## src/rtl/pkt_pkg.sv

```systemverilog
// Shared definitions for the packet TX framer and the receive-side sync detector.
package pkt_pkg;

  typedef enum logic [2:0] {
    ST_IDLE,
    ST_PREAMBLE,
    ST_SYNC,
    ST_PAYLOAD,
    ST_TAIL
  } tx_state_e;

  localparam int unsigned PKT_PREAMBLE_BITS = 8;
  localparam int unsigned PKT_SYNC_BITS     = 16;
  localparam logic [15:0] PKT_SYNC_WORD     = 16'hD391;
  // 8 bytes matches the 64-bit receive packet register
  localparam int unsigned PKT_PAYLOAD_BYTES = 8;

  function automatic int unsigned max3(input int unsigned a, input int unsigned b,
                                       input int unsigned c);
    int unsigned m;
    m = (a > b) ? a : b;
    return (m > c) ? m : c;
  endfunction

endpackage

```

## src/rtl/pkt_payload_buf.sv

```systemverilog
// Payload register file: byte-wide write port, single-bit read port.
module pkt_payload_buf #(
  parameter int unsigned PAYLOAD_BYTES = 8,
  parameter int unsigned IDX_W         = 3
) (
  input  logic             clk,
  input  logic             we,
  input  logic [IDX_W-1:0] idx,
  input  logic [7:0]       data,
  input  logic [IDX_W-1:0] rd_byte,
  input  logic [2:0]       rd_bit,
  output logic             rd_data
);

  // Contents are don't-care after reset, so no reset on the array.
  logic [7:0] mem [PAYLOAD_BYTES];

  always_ff @(posedge clk) begin
    if (we) mem[idx] <= data;
  end

  assign rd_data = mem[rd_byte][rd_bit];

endmodule

```

## src/rtl/pkt_framer_tx.sv

```systemverilog
// Transmit framer: buffers payload bytes, then serializes preamble, sync word
// and payload onto tx_out, one bit per sh_en strobe.
module pkt_framer_tx
  import pkt_pkg::*;
#(
  parameter int unsigned          PAYLOAD_BYTES = PKT_PAYLOAD_BYTES,
  parameter int unsigned          PREAMBLE_BITS = PKT_PREAMBLE_BITS,
  parameter int unsigned          SYNC_BITS     = PKT_SYNC_BITS,
  parameter logic [SYNC_BITS-1:0] SYNC_WORD     = SYNC_BITS'(PKT_SYNC_WORD)
) (
  input  logic       clk,
  input  logic       rst,
  input  logic       sh_en,
  input  logic       byte_valid,
  input  logic [7:0] byte_data,
  output logic       byte_ready,
  input  logic       start,
  input  logic       abort,
  output logic       tx_out,
  output logic       busy,
  output logic       tx_done,
  output logic       err
);

  localparam int unsigned BC_W  = $clog2(max3(PREAMBLE_BITS, SYNC_BITS, 8 * PAYLOAD_BYTES) + 1);
  localparam int unsigned WR_W  = $clog2(PAYLOAD_BYTES + 1);
  localparam int unsigned IDX_W = (PAYLOAD_BYTES > 1) ? $clog2(PAYLOAD_BYTES) : 1;

  localparam logic [BC_W-1:0] PRE_LAST  = BC_W'(PREAMBLE_BITS - 1);
  localparam logic [BC_W-1:0] SYNC_LAST = BC_W'(SYNC_BITS - 1);
  localparam logic [BC_W-1:0] PAY_LAST  = BC_W'(8 * PAYLOAD_BYTES - 1);
  localparam logic [WR_W-1:0] WR_FULL   = WR_W'(PAYLOAD_BYTES);

  tx_state_e            state, state_d;
  logic [WR_W-1:0]      wr_idx, wr_idx_d;
  logic [BC_W-1:0]      bit_cnt, bit_cnt_d;
  logic                 tx_out_d, tx_done_d, err_d;
  logic                 buf_we, start_ok, pay_bit;
  logic [SYNC_BITS-1:0] sync_sh;

  assign byte_ready = (state == ST_IDLE) && (wr_idx < WR_FULL);
  assign sync_sh    = SYNC_WORD << bit_cnt;

  pkt_payload_buf #(
    .PAYLOAD_BYTES(PAYLOAD_BYTES),
    .IDX_W        (IDX_W)
  ) u_buf (
    .clk    (clk),
    .we     (buf_we),
    .idx    (IDX_W'(wr_idx)),
    .data   (byte_data),
    .rd_byte(IDX_W'(bit_cnt >> 3)),
    .rd_bit (~bit_cnt[2:0]),
    .rd_data(pay_bit)
  );

  always_comb begin
    state_d   = state;
    wr_idx_d  = wr_idx;
    bit_cnt_d = bit_cnt;
    tx_out_d  = tx_out;
    tx_done_d = 1'b0;
    err_d     = 1'b0;
    buf_we    = 1'b0;
    // Judged on the pre-write wr_idx: a write that fills the buffer cannot
    // enable a start in the same cycle.
    start_ok  = (state == ST_IDLE) && (wr_idx == WR_FULL);

    if (abort) begin
      state_d   = ST_IDLE;
      wr_idx_d  = '0;
      bit_cnt_d = '0;
      tx_out_d  = 1'b0;
    end else begin
      if (byte_valid) begin
        if (byte_ready) begin
          buf_we   = 1'b1;
          wr_idx_d = wr_idx + 1'b1;
        end else begin
          err_d = 1'b1;
        end
      end

      if (start) begin
        if (start_ok) begin
          state_d   = ST_PREAMBLE;
          bit_cnt_d = '0;
        end else begin
          err_d = 1'b1;
        end
      end

      if (sh_en) begin
        case (state)
          ST_PREAMBLE: begin
            tx_out_d = ~bit_cnt[0];
            if (bit_cnt == PRE_LAST) begin
              state_d   = ST_SYNC;
              bit_cnt_d = '0;
            end else begin
              bit_cnt_d = bit_cnt + 1'b1;
            end
          end
          ST_SYNC: begin
            tx_out_d = sync_sh[SYNC_BITS-1];
            if (bit_cnt == SYNC_LAST) begin
              state_d   = ST_PAYLOAD;
              bit_cnt_d = '0;
            end else begin
              bit_cnt_d = bit_cnt + 1'b1;
            end
          end
          ST_PAYLOAD: begin
            tx_out_d = pay_bit;
            if (bit_cnt == PAY_LAST) begin
              state_d   = ST_TAIL;
              bit_cnt_d = '0;
            end else begin
              bit_cnt_d = bit_cnt + 1'b1;
            end
          end
          ST_TAIL: begin
            tx_out_d  = 1'b0;
            tx_done_d = 1'b1;
            wr_idx_d  = '0;
            state_d   = ST_IDLE;
          end
          default: ;
        endcase
      end
    end
  end

  always_ff @(posedge clk or posedge rst) begin
    if (rst) begin
      state   <= ST_IDLE;
      wr_idx  <= '0;
      bit_cnt <= '0;
      tx_out  <= 1'b0;
      busy    <= 1'b0;
      tx_done <= 1'b0;
      err     <= 1'b0;
    end else begin
      state   <= state_d;
      wr_idx  <= wr_idx_d;
      bit_cnt <= bit_cnt_d;
      tx_out  <= tx_out_d;
      busy    <= (state_d != ST_IDLE);
      tx_done <= tx_done_d;
      err     <= err_d;
    end
  end

endmodule
```

## config.mk

```make
export PLATFORM = sky130hd
export DESIGN_NAME = pkt_framer_tx
export DESIGN_NICKNAME = d
export VERILOG_FILES = /design/src/rtl/pkt_pkg.sv /design/src/rtl/pkt_payload_buf.sv /design/src/rtl/pkt_framer_tx.sv
export SDC_FILE = /design/constraint.sdc
export NUM_CORES = 1
export LEC_CHECK = 0
export BUFFER_PORTS_ARGS = -buffer_cell sky130_fd_sc_hd__buf_4
export CORE_ASPECT_RATIO = 0.6
export CORE_MARGIN = 4
export CORE_UTILIZATION = 25
export CTS_CLUSTER_SIZE = 28
export DETAILED_ROUTE_END_ITERATION = 8
export GPL_TIMING_DRIVEN = 0
export PLACE_DENSITY = 0.42
export SYNTH_ARGS = -nofsm -noshare
export SYNTH_HDL_FRONTEND = slang
export SYNTH_SLANG_ARGS = --single-unit
```

## constraint.sdc

```tcl
create_clock -name clk -period 7 [get_ports clk]
set_input_delay 0.35 -clock clk [delete_from_list [all_inputs] [get_ports clk]]
set_output_delay 0.35 -clock clk [all_outputs]
set_load 0.02 [all_outputs]
```

### Word-level counts from Yosys, hierarchy flattened

Memories as Yosys holds them, arrays and structs flattened.
Index checks and enable logic that the tools add are counted.

* flip-flop bits (word level): 18
* memory bits (writable): 64
* input bits: 14
* output and inout bits: 5
* logic and storage cells: 69
* memories: 1

Memories
* u_buf.mem: depth 8, width 8, read ports 1, clocked after Yosys merged registers in 0, write ports 1, line pkt_payload_buf.sv:16 `logic [7:0] mem [PAYLOAD_BYTES];`

* add/subtract/negate cells: 2
* $lt $le $gt $ge: 2
* equality and inequality tests: 8
* shift operators: 1
* mux-type cells: 39
* bitwise logic cells: 2
* reduce and logical (&&, ||, !) cells: 7

Operator list (number)
* $mux W7: 7
* $mux W3: 7
* $pmux W7 S3: 1
* $mux W4: 5
* $mux W1: 16
* $shl A16 B7 Y16 const A: 1
* $pmux W3 S4: 1
* $add A7 B1 Y7 const B: 1
* $eq A7 B3 Y1 const B: 1
* $eq A7 B4 Y1 const B: 1
* $eq A7 B6 Y1 const B: 1
* $eq A3 B2 Y1 const B: 2
* $reduce_bool A5 Y1: 1
* $add A4 B1 Y4 const B: 1
* $eq A4 B4 Y1 const B: 1
* $lt A3 B4 Y1 const B: 1
* $lt A4 B4 Y1 const B: 1
* $pmux W1 S4: 1
* $bmux W1 S3: 1
* $eq A3 B1 Y1 const B: 1
* $eq A3 B3 Y1 const B: 1
* $logic_not A3 Y1: 1
* $not A3 Y3: 1
* $reduce_bool A3 Y1: 1
* 4 further kinds: 5

### Depth between registers and ports, before layout

Gate-level depths: netlist of the first run.

* word-level depth: 9
* depth in mapped cells: 8
* mapped depth without buffers: 7

### By module

A second synthesis of the first run with hierarchy kept.

* cells, all modules: 264
* area, all modules: 3762.4 um2

By module, submodules not included
* pkt_payload_buf: instances 1, cells each 134, area an instance 2561.2 um2, sequential area each 1921.8 um2
* pkt_framer_tx: instances 1, cells each 130, area an instance 1201.2 um2, sequential area each 450.4 um2

### Least setup slack after synthesis of the first run

No wires, ideal clock.

* path type: register to register
* start point: register state[2]
* end point: memory u_buf.mem[0][0], enable pin
* arrival: 2.267 ns
* data required time: 6.617 ns
* setup slack: 4.350 ns
* stages on the path, launching flop included: 8
* buffers on the path: 2
* cell sequence: dfrtp_1 > buf_2 > or3_1 > buf_2 > nor2_4 > nand2_2 > or3_1 > nor3_1

* word-level cells in the longest chain between the ends: 7

RTL lines
* from (decl): line pkt_framer_tx.sv:34 `tx_state_e state, state_d;`
* from (signal assigned): line pkt_framer_tx.sv:144 `state <= state_d;`
* $logic_not A3 Y1: line pkt_framer_tx.sv:41 `assign byte_ready = (state == ST_IDLE) && (wr_idx < WR_FULL);`
* $logic_and A1 B1 Y1: line pkt_framer_tx.sv:41
* named net byte_ready: line pkt_framer_tx.sv:16 `output logic byte_ready,`
* $mux W1: line pkt_framer_tx.sv:76 `if (byte_ready) begin`
* $mux W1: line pkt_framer_tx.sv:75 `if (byte_valid) begin`
* $mux W1: line pkt_framer_tx.sv:69 `if (abort) begin`
* $mux W1: line pkt_payload_buf.sv:19 `if (we) mem[idx] <= data;`
* $mux W1 (implied by the code): line pkt_payload_buf.sv:19
* to (decl): line pkt_payload_buf.sv:16

The timed path passes the listed nets, and every way through them passes these cells.

### Final worst setup path of the first run

* start point: register state[2]
* end point: memory u_buf.mem[6][1], enable pin

* word-level cells in the longest chain between the ends: 7

RTL lines (line)
* $logic_not A3 Y1: pkt_framer_tx.sv:41
* $logic_and A1 B1 Y1: pkt_framer_tx.sv:41
* $mux W1: pkt_framer_tx.sv:76
* $mux W1: pkt_framer_tx.sv:75
* $mux W1: pkt_framer_tx.sv:69
* $mux W1: pkt_payload_buf.sv:19
* $mux W1 (implied by the code): pkt_payload_buf.sv:19

No other way between the ends.

==> results.sh, run 1 <==
export IMPL_outcome="finished, final reports clean"
export IMPL_wire_per_inst_um=17.81
export IMPL_mappedNetlistNets=279
export IMPL_grt_remaining_overflow=0
export IMPL_ctsLongestPathBuffers=2
export IMPL_fillers=1489
export IMPL_maxCapViolCount=0
export IMPL_hold_path_class="in -> async"
export IMPL_cp_required_ns=6.96
export IMPL_grt_max_degree=19
export IMPL_hold_buffers=0
export IMPL_period_share_pct=41.99
export IMPL_p_leak_nw=1.474
export IMPL_syn_inst=262
export IMPL_ant_nets=0
export IMPL_slew_violations=0
export IMPL_fp_dieH_um=102.1
export IMPL_synth_edf_count=64
export IMPL_cp_start_kind="register"
export IMPL_async_flop_share_pct=21.95
export IMPL_dr_pass1_iters=5
export IMPL_cts_tree="built"
export IMPL_yosysMostFrequentCell="edfxtp_1"
export IMPL_fmax_mhz=340.2
export IMPL_dp_hpwl_um=6259
export IMPL_rsz0062_at_grt="false"
export IMPL_r2r_end="u_buf.mem[6][1]$_DFFE_PP_"
export IMPL_vias=2252
export IMPL_drc_errors=0
export IMPL_multi_input_area_um2=1209
export IMPL_grtUsageTotal_pct=11.22
export IMPL_routed_wl_um=8817
export IMPL_critPathSlowestCell="nor2_1"
export IMPL_dp_cells=479
export IMPL_worst_setup_path_end_kind="register"
export IMPL_synth_top_area_share_pct=52.14
export IMPL_synth_top_cell_by_area="edfxtp_1"
export IMPL_path_clk_slew_ns=0.07
export IMPL_postSynthAreaPerCell_um2=14.07
export IMPL_htreeDepth=3
export IMPL_die_area_um2=16810
export IMPL_synth_warning_count=0
export IMPL_post_cts_buffers=0
export IMPL_slew_headroom_pct=30.06
export IMPL_skew_ns=0.008394
export IMPL_critical_path_top_delay_family="simple AND/OR/NAND/NOR gates"
export IMPL_fin_crit_ns=2.939
export IMPL_worst_slack_ns=4.061
export IMPL_numPortBuffers=18
export IMPL_diodes=0
export IMPL_antenna_found_initial=0
export IMPL_critical_path_arrival_ns=2.90
export IMPL_ios=19
export IMPL_layout_drive_gt1_share_pct=21.21
export IMPL_grt_pass1_vias=2223
export IMPL_placed_area_um2=4086
export IMPL_viasPerCell=4.549
export IMPL_r2r_cells=7
export IMPL_path_max_fanout=10
export IMPL_path_cells="buf_2, or3_1, buf_2, nor2_4, nand2_2, or3_1, nor2_1"
export IMPL_synth_cell_types=47
export IMPL_post_place_ws_ns=3.993
export IMPL_core_area_um2=14460
export IMPL_p_per_area_nw_per_um2=231.9
export IMPL_place_congestion=0.8206
export IMPL_start_util_pct=25.48
export IMPL_drt_iter0_drc=160
export IMPL_synth_ff_type="edfxtp_1"
export IMPL_setup_viol=0
export IMPL_postCtsResizedCells=0
export IMPL_worstMarginPinSlew_ns=1.045
export IMPL_worstSkewPairLatency_ns=0.34
export IMPL_r2r_start="state[2]$_DFF_PP0_"
export IMPL_vdd_drop_max_mv=0.1053
export IMPL_dieWidth_um=164.8
export IMPL_syn_to_final_growth_pct=18.40
export IMPL_reg2reg_setup_slack_ns=4.06
export IMPL_grt_pass1_wl_um=13500
export IMPL_synth_seq_cells=82
export IMPL_critPathKind="reg -> reg"
export IMPL_setup_tns_ns=0
export IMPL_cts_made_buffers=9
export IMPL_cts_sinks=82
export IMPL_nets=309
export IMPL_hold_viol=0
export IMPL_ys_seq_area_share_pct=64.36
export IMPL_layout_cells_non_filler=495
export IMPL_ys_top_cells_by_count="edfxtp_1 (64), nor2_1 (22), dfrtp_1 (18)"
export IMPL_clockRootBuffer="clkbuf_16"
export IMPL_ys_top_cells_by_area="edfxtp_1 (52%), dfrtp_1 (12%), mux4_2 (5.5%), nor2_1 (2.2%), mux2i_1 (2.2%)"
export IMPL_netlist_area_um2=3686
export IMPL_cpPeakStageDelay_ns=0.82
export IMPL_register_area_um2=2372
export IMPL_rows=34
export IMPL_fin_area_um2=4364
export IMPL_path_buf_inv=2
where the power goes:
part	internal (W)	total [W]	switching, W	leakage, nW
clock	0.000242	0.000440	0.000198	0.126
combinational	0.0000132	0.0000361	0.0000229	0.521
sequential	0.000533	0.000535	0.00000273	0.827
total	0.000788	0.00101	0.000224	1.47
state kept, by name (all words and copies together), names as in the netlist:
name and count:
bit_cnt 7, busy 1, err 1, state 3, tx_done 1, tx_out 1
u_buf.mem 64, wr_idx 4
cells in the final DEF (no fill, tap or decap), drive strengths merged, types with 2 or more instances in the layout:
master | Yosys | final
a221o | 2 | 2
nand2b | 3 | 3
mux2i | 8 | 8
inv | 7 | 9
o211ai | 2 | 2
or3 | 5 | 5
ha | 3 | 3
edfxtp | 64 | 64
nand3b | 5 | 5
nand2 | 14 | 14
clkbuf | 5 | 14
a21o | 3 | 3
and3 | 2 | 2
nor2 | 23 | 23
dfrtp | 18 | 18
o21ai | 9 | 9
buf | 11 | 30
nor4b | 2 | 2
mux4 | 12 | 12
xnor2 | 3 | 3
a21oi | 8 | 8
clkinvlp | 0 | 3
nand3 | 9 | 9
nor3 | 11 | 11
nor4 | 5 | 5
clkinv | 0 | 2
mux2 | 2 | 2
nor2b | 6 | 6
a211oi | 7 | 7
per-stage QoR:
stage	hold WS (ns)	utilization (%)	total power (W)
after CTS	0.1670	30.17	0.001029
after global placement	0.5273	28.13	0.0005809
after floorplan	0.2886	-	0.0005616
after global routing	0.2150	30.17	0.001055
final	0.1385	30.17	0.001012
after detailed placement	0.5418	28.25	0.0005823
layout make-up:
class,count,share of cell area (%)
sequential,82,54.36
clock inverter,7,1.204
timing repair buffer,19,3.268
tap,198,5.677
buffer,16,2.036
inverter,7,0.6021
multi-input combinational,157,27.69
clock buffer,9,5.161
worst max-delay path by stage:
stage | startpoint | end | slack (ns) | cells past startpoint
finish | state[2]$_DFF_PP0_ | u_buf.mem[6][1]$_DFFE_PP_ | 4.06 | 7
global route | state[2]$_DFF_PP0_ | u_buf.mem[6][2]$_DFFE_PP_ | 3.88 | 7
CTS | state[2]$_DFF_PP0_ | u_buf.mem[6][1]$_DFFE_PP_ | 3.98 | 7
global placement | state[2]$_DFF_PP0_ | u_buf.mem[0][1]$_DFFE_PP_ | 3.60 | 7
floorplan | state[2]$_DFF_PP0_ | u_buf.mem[0][0]$_DFFE_PP_ | 4.35 | 7
detailed placement | state[2]$_DFF_PP0_ | u_buf.mem[6][5]$_DFFE_PP_ | 3.99 | 7
metal layers:
layer | up-vias | GRT usage, % | share of wire, %
met3 | 4 | 3.708 | 4.5
met2 | 51 | 14.63 | 40
met4 | 0 | 2.875 | 0.50
met1 | 1129 | 17.53 | 55
met5 | - | 0 | 0
li1 | 1068 | - | -
kinds of logic (layout without fill, tap and decap cells):
family | after synthesis | in the layout | share of synthesized area [%]
muxes | 22 | 22 | 10.42
xor gates and xnor gates | 4 | 4 | 0.9506
buffers and inverters | 23 | 58 | 3.123
adders and majority gates | 3 | 3 | 1.018
and+or+nand+nor | 88 | 88 | 12.80
AOI/OAI and AO/OA | 40 | 40 | 7.333
DFF | 82 | 82 | 64.36
Note: power is estimated with default switching activity, not from simulation.
==> run 2, diff against run 1 <==
- ABC_AREA: unset -> 1
- clock period: 7 -> 3.05 ns (I/O delays scaled with it)
==> results.sh, run 2 <==
export IMPL_outcome="finished, final reports clean"
export IMPL_layout_cells_most_common_list="nand2_1 (125), edfxtp_1 (64), inv_1 (48)"
export IMPL_path_max_fanout=8
export IMPL_layout_drive_gt1_share_pct=12.08
export IMPL_netlist_area_um2=3865
export IMPL_grtUsageTotal_pct=12.13
export IMPL_grt_pass1_vias=2745
export IMPL_die_area_um2=17580
export IMPL_post_route_util_pct=30.76
export IMPL_vdd_drop_max_mv=0.2442
export IMPL_maxCapViolCount=0
export IMPL_antenna_found_initial=0
export IMPL_ios=19
export IMPL_critical_path_arrival_ns=2.55
export IMPL_routed_wl_um=10160
export IMPL_clockRootBuffer="clkbuf_16"
export IMPL_worst_setup_path_end_kind="register"
export IMPL_path_clk_slew_ns=0.06
export IMPL_worstSkewPairLatency_ns=0.34
export IMPL_synth_cell_types=33
export IMPL_cp_required_ns=3.00
export IMPL_slew_headroom_pct=25.03
export IMPL_setup_worst_path_start="state[0]$_DFF_PP0_"
export IMPL_synth_edf_count=64
export IMPL_ant_nets=0
export IMPL_crit_path_end="u_buf.mem[3][4]$_DFFE_PP_"
export IMPL_registers_top_by_ff_count="u_buf.mem"
export IMPL_dr_pass1_iters=4
export IMPL_grt_busiest_layer="met1"
export IMPL_grtUsageMet2_pct=15.64
export IMPL_r2r_cells=7
export IMPL_use_met3_pct=3.038
export IMPL_r2r_end="u_buf.mem[3][4]$_DFFE_PP_"
export IMPL_place_congestion=0.8359
export IMPL_postSynthAreaPerCell_um2=9.381
export IMPL_rows=34
export IMPL_grt_remaining_overflow=0
export IMPL_htreeDepth=3
export IMPL_core_area_um2=14800
export IMPL_synth_top_area_share_pct=49.72
export IMPL_fmax_mhz=384.0
export IMPL_cts_sinks=82
export IMPL_syn_to_final_growth_pct=17.81
export IMPL_synth_seq_cells=82
export IMPL_reg2reg_setup_slack_ns=0.45
export IMPL_syn_inst=412
export IMPL_p_leak_nw=1.888
export IMPL_cts_made_buffers=9
export IMPL_setup_tns_ns=0
export IMPL_synth_top_cell_by_area="edfxtp_1"
export IMPL_largest_register_ffs=64
export IMPL_mappedNetlistNets=429
export IMPL_post_cts_buffers=0
export IMPL_viasPerCell=4.434
export IMPL_slew_violations=0
export IMPL_min_path_cells=1
export IMPL_dp_hpwl_um=7204
export IMPL_setup_viol=0
export IMPL_vias=2860
export IMPL_fin_crit_ns=2.604
export IMPL_ctsLongestPathBuffers=2
export IMPL_largestRegisters="u_buf.mem (64), bit_cnt (7), wr_idx (4)"
export IMPL_start_util_pct=26.11
export IMPL_drc_errors=0
export IMPL_nets=459
export IMPL_hold_buffers=1
export IMPL_synth_ff_type="edfxtp_1"
export IMPL_postCtsResizedCells=0
export IMPL_rsz0062_at_grt="false"
export IMPL_numPortBuffers=18
export IMPL_ys_top_cells_by_area="edfxtp_1 (50%), nand2_1 (12%), dfrtp_1 (12%), nand3_1 (6.1%), inv_1 (4.7%)"
export IMPL_hold_path_class="in -> reg"
export IMPL_r2r_start="state[0]$_DFF_PP0_"
export IMPL_hold_viol=0
export IMPL_grt_max_degree=19
export IMPL_ys_top_cells_by_count="nand2_1 (125), edfxtp_1 (64), inv_1 (48)"
export IMPL_worstMarginPinSlew_ns=1.120
export IMPL_p_per_area_nw_per_um2=537.4
export IMPL_dieWidth_um=168.5
export IMPL_grt_pass1_wl_um=16080
export IMPL_diodes=0
export IMPL_skew_ns=0.007365
export IMPL_final_common_cell="nand2_1"
export IMPL_async_flop_share_pct=21.95
export IMPL_drt_iter0_drc=215
export IMPL_use_met1_pct=19.53
export IMPL_yosysMostFrequentCell="nand2_1"
export IMPL_period_share_pct=85.38
export IMPL_ys_seq_area_share_pct=61.38
export IMPL_wire_per_inst_um=15.75
export IMPL_cp_start_kind="register"
export IMPL_critPathKind="reg -> reg"
export IMPL_fp_dieH_um=104.3
export IMPL_synth_warning_count=0
export IMPL_cts_tree="built"
run 2: changes by cell type after synthesis, moves of 6 or more:
| cell | change |
|---|---|
| mux4_2 | -9 |
| nor2_1 | +12 |
| nand3_1 | +38 |
| nor2b_1 | -6 |
| inv_1 | +41 |
| a211oi_1 | -6 |
| nand2_1 | +112 |
| mux2i_1 | -8 |
run 2: worst max-delay path, stage by stage, from the launching register on:
cell and delay, ns:
dfrtp_1 0.40, nor2_2 0.24, nand2_1 0.17, nor2_1 0.19, nand2_1 0.14, inv_1 0.11
nand2_1 0.10, nor2_1 0.86
run 2: cells by family after synthesis:
| kind of cell | after synthesis | share of synthesized area [%] |
|---|---|---|
| adder cells (fa/ha/maj) | 3 | 0.9713 |
| buffers and inverters | 68 | 7.510 |
| flip-flops | 82 | 61.38 |
| AO/OA/AOI/OAI | 35 | 5.180 |
| AND/OR/NAND/NOR | 223 | 24.73 |
| XOR/XNOR | 1 | 0.2267 |
run 2: cell type report:
cell class	instances	area, um^2
fillers	1557	10250
flip-flops and latches	82	2372
multi-input cells	262	1202
well taps	198	247.7
clock buffers	10	229.0
inverters	53	198.9
repair buffers	19	145.1
plain buffers	15	91.34
clock inverters	6	66.31
run 2: how the worst min path moves through the flow:
stage                             from                         to  slack [ns]
after floorplan                    rst       bit_cnt[0]$_DFF_PP0_        0.09
after global placement             rst              err$_DFF_PP0_        0.33
after detailed placement           rst              err$_DFF_PP0_        0.34
after CTS                 byte_data[6]  u_buf.mem[1][6]$_DFFE_PP_        0.04
after global routing      byte_data[7]  u_buf.mem[4][7]$_DFFE_PP_        0.05
final                     byte_data[0]  u_buf.mem[3][0]$_DFFE_PP_        0.05
run 2: layer usage:
| metal | vias to the layer above | share of wire [%] | routed length, um |
|---|---|---|---|
| li1 | 1422 | - | - |
| met1 | 1356 | 55 | 5632 |
| met2 | 75 | 38 | 3899 |
| met3 | 7 | 5.2 | 530 |
| met4 | 0 | 0.92 | 93 |
| met5 | - | 0 | 0 |
run 2: per-stage QoR:
step	power, W	hold slack, ns	std cells	setup slack, ns	area (um^2)
after floorplan	0.001327	0.09107	412	0.9104	3865
after global placement	0.001382	0.3258	628	0.4507	4248
after detailed placement	0.001383	0.3363	628	0.4286	4248
after CTS	0.002476	0.04286	645	0.4151	4553
after global routing	0.002543	0.04854	645	0.1941	4553
final	0.002447	0.05399	645	0.4459	4553
run 2: where the power goes:
part	total [W]	leakage [nW]	switching, W	internal (W)
clock network	0.00109	0.137	0.000451	0.000636
logic	0.000122	0.927	0.0000826	0.0000398
registers	0.00124	0.824	0.00000968	0.00123
==> run 3, diff against run 2 <==
- PLACE_DENSITY: 0.42 -> unset
- SYNTH_HIERARCHICAL: unset -> 1
==> results.sh, run 3 <==
export IMPL_outcome="finished, final reports clean"
export IMPL_dr_pass1_iters=5
export IMPL_largest_register_ffs=64
export IMPL_grt_pass1_vias=2570
export IMPL_nets=428
export IMPL_cts_tree="built"
export IMPL_hold_viol=0
export IMPL_final_common_cell="nand2_1"
export IMPL_registers_top_by_ff_count="u_buf/mem"
export IMPL_ys_top_cells_by_area="edfxtp_1 (50%), nand2_1 (12%), dfrtp_1 (12%), nand3_1 (8.4%), inv_1 (2.2%)"
export IMPL_synthMuxAreaShare_pct=0
export IMPL_cpPeakStageDelay_ns=0.82
export IMPL_synth_seq_cells=82
export IMPL_dp_cells=597
export IMPL_layout_cells_non_filler=614
export IMPL_place_congestion=0.8697
export IMPL_vias=2802
export IMPL_fin_crit_ns=2.497
export IMPL_p_per_area_nw_per_um2=525.9
export IMPL_netlist_area_um2=3824
export IMPL_drt_iter0_drc=226
export IMPL_post_route_util_pct=30.65
export IMPL_cts_sinks=82
export IMPL_worstMarginPinSlew_ns=1.060
export IMPL_setup_tns_ns=0
export IMPL_post_cts_buffers=0
export IMPL_ys_top_cells_by_count="nand2_1 (124), edfxtp_1 (64), nand3_1 (64)"
export IMPL_fmax_mhz=400.5
export IMPL_core_area_um2=14720
export IMPL_worst_setup_path_end_kind="register"
export IMPL_synth_cell_types=30
export IMPL_postSynthAreaPerCell_um2=10.04
export IMPL_dieWidth_um=167.7
export IMPL_routed_wl_um=8919
export IMPL_grt_pass1_wl_um=14170
export IMPL_slew_headroom_pct=29.07
export IMPL_skew_ns=0.01111
export IMPL_worstSkewPairLatency_ns=0.34
export IMPL_path_clk_slew_ns=0.06
export IMPL_diodes=0
export IMPL_syn_to_final_growth_pct=18.00
export IMPL_ys_seq_area_share_pct=62.04
export IMPL_hold_path_class="in -> reg"
export IMPL_synthAdderAreaFrac_pct=0.9817
export IMPL_cts_made_buffers=9
export IMPL_critical_path_arrival_ns=2.45
export IMPL_fp_dieH_um=103.8
export IMPL_path_cells="nor2_4, nand2_2, nor2_4, nand2_2, nor2_1, nand2_1, nor2_1"
export IMPL_viasPerCell=4.564
export IMPL_mappedNetlistNets=398
export IMPL_critPathKind="reg -> reg"
export IMPL_wire_per_inst_um=14.53
export IMPL_use_met1_pct=16.31
export IMPL_synth_warning_count=6
export IMPL_rsz0062_at_grt="false"
export IMPL_cp_start_kind="register"
export IMPL_postCtsResizedCells=0
export IMPL_setup_viol=0
export IMPL_path_max_fanout=8
export IMPL_maxCapViolCount=0
export IMPL_grt_remaining_overflow=0
export IMPL_synth_ff_type="edfxtp_1"
export IMPL_ios=19
export IMPL_ctsLongestPathBuffers=2
export IMPL_cp_required_ns=3.00
export IMPL_async_flop_share_pct=21.95
export IMPL_synth_top_cell_by_area="edfxtp_1"
export IMPL_grt_max_degree=19
export IMPL_grtUsageMet2_pct=14.03
export IMPL_ant_nets=0
export IMPL_clockRootBuffer="clkbuf_16"
export IMPL_htreeDepth=3
export IMPL_die_area_um2=17400
export IMPL_layout_cells_most_common_list="nand2_1 (124), nand3_1 (64), edfxtp_1 (64)"
export IMPL_synth_edf_count=64
export IMPL_slew_violations=0
export IMPL_p_leak_nw=1.772
export IMPL_antenna_found_initial=0
export IMPL_synth_top_area_share_pct=50.26
export IMPL_synth_xor_area_share_pct=0.4581
export IMPL_period_share_pct=81.86
export IMPL_critical_path_top_delay_family="simple AND/OR/NAND/NOR gates"
export IMPL_critPathSlowestCell="nor2_1"
export IMPL_drc_errors=0
export IMPL_path_buf_inv=0
export IMPL_numPortBuffers=18
export IMPL_rows=34
export IMPL_use_met3_pct=3.578
export IMPL_grt_busiest_layer="met1"
export IMPL_dp_hpwl_um=6287
export IMPL_vdd_drop_max_mv=0.3265
export IMPL_yosysMostFrequentCell="nand2_1"
export IMPL_layout_drive_gt1_share_pct=16.11
export IMPL_synth_simple_area_share_pct=27.59
export IMPL_syn_inst=381
export IMPL_synth_top_family_by_area="simple AND/OR/NAND/NOR gates"
export IMPL_grtUsageTotal_pct=10.57
export IMPL_start_util_pct=25.98
export IMPL_synth_compound_area_share_pct=3.665
export IMPL_largestRegisters="u_buf/mem (64), bit_cnt (7), wr_idx (4)"
-- run 3: power breakdown --
| part | switching (W) | internal, W |
|---|---|---|
| clock network | 0.000424 | 0.000635 |
| registers | 0.00000790 | 0.00122 |
| logic | 0.0000541 | 0.0000268 |
-- run 3: final timing paths --
| kind | cells past startpoint | end | from | slack [ns] |
|---|---|---|---|---|
| worst max-delay path | 7 | u_buf/mem[3][0]$_DFFE_PP_ | state[1]$_DFF_PP0_ | 0.55 |
| worst min-delay path | 2 | bit_cnt[6]$_DFF_PP0_ | abort | 0.04 |
| worst max register to register | 7 | u_buf/mem[3][0]$_DFFE_PP_ | state[1]$_DFF_PP0_ | 0.55 |
| worst min register to register | 2 | bit_cnt[2]$_DFF_PP0_ | bit_cnt[2]$_DFF_PP0_ | 0.58 |
| max in group asynchronous | 3 | bit_cnt[4]$_DFF_PP0_ | rst | 2.08 |
| min in group asynchronous | 3 | tx_done$_DFF_PP0_ | rst | 0.50 |
-- run 3: final cells by class --
class,count,area [um^2]
Multi-Input combinational cell,261,1250
Tap cell,198,247.7
Fill cell,1538,10210
Sequential cell,82,2372
Buffer,11,92.59
Timing Repair Buffer,19,145.1
Clock inverter,6,66.31
Clock buffer,10,229.0
Inverter,27,108.9
-- run 3: what timing repair did --
| item | in CTS | in global routing |
|---|---|---|
| hold endpoints to repair | 18 | 0 |
| hold buffers | 1 | 0 |
| setup endpoints to repair | 0 | 0 |
-- run 3: through the flow --
step | setup slack, ns | area [um^2] | total power [W] | hold slack (ns)
final | 0.5532 | 4512 | 0.002373 | 0.04218
after global routing | 0.4262 | 4512 | 0.002473 | 0.02637
after CTS | 0.5435 | 4512 | 0.002405 | 0.02081
after detailed placement | 0.5725 | 4207 | 0.001337 | 0.3291
after global placement | 0.6613 | 4207 | 0.001334 | 0.3238
after floorplan | 1.105 | 3824 | 0.001293 | 0.09107
-- run 3: cell families (layout without fill, tap and decap cells) --
logic type | count (synthesis) | after routing
simple gates | 232 | 232
flops | 82 | 82
buf+inv | 38 | 73
compound gates | 24 | 24
fa+ha+maj | 3 | 3
xor+xnor | 2 | 2
-- run 3: layer usage --
metal	routed length, um	part of all wire, %
met4	61	0.68
met1	4656	52
met3	583	6.5
met5	0	0
met2	3618	41
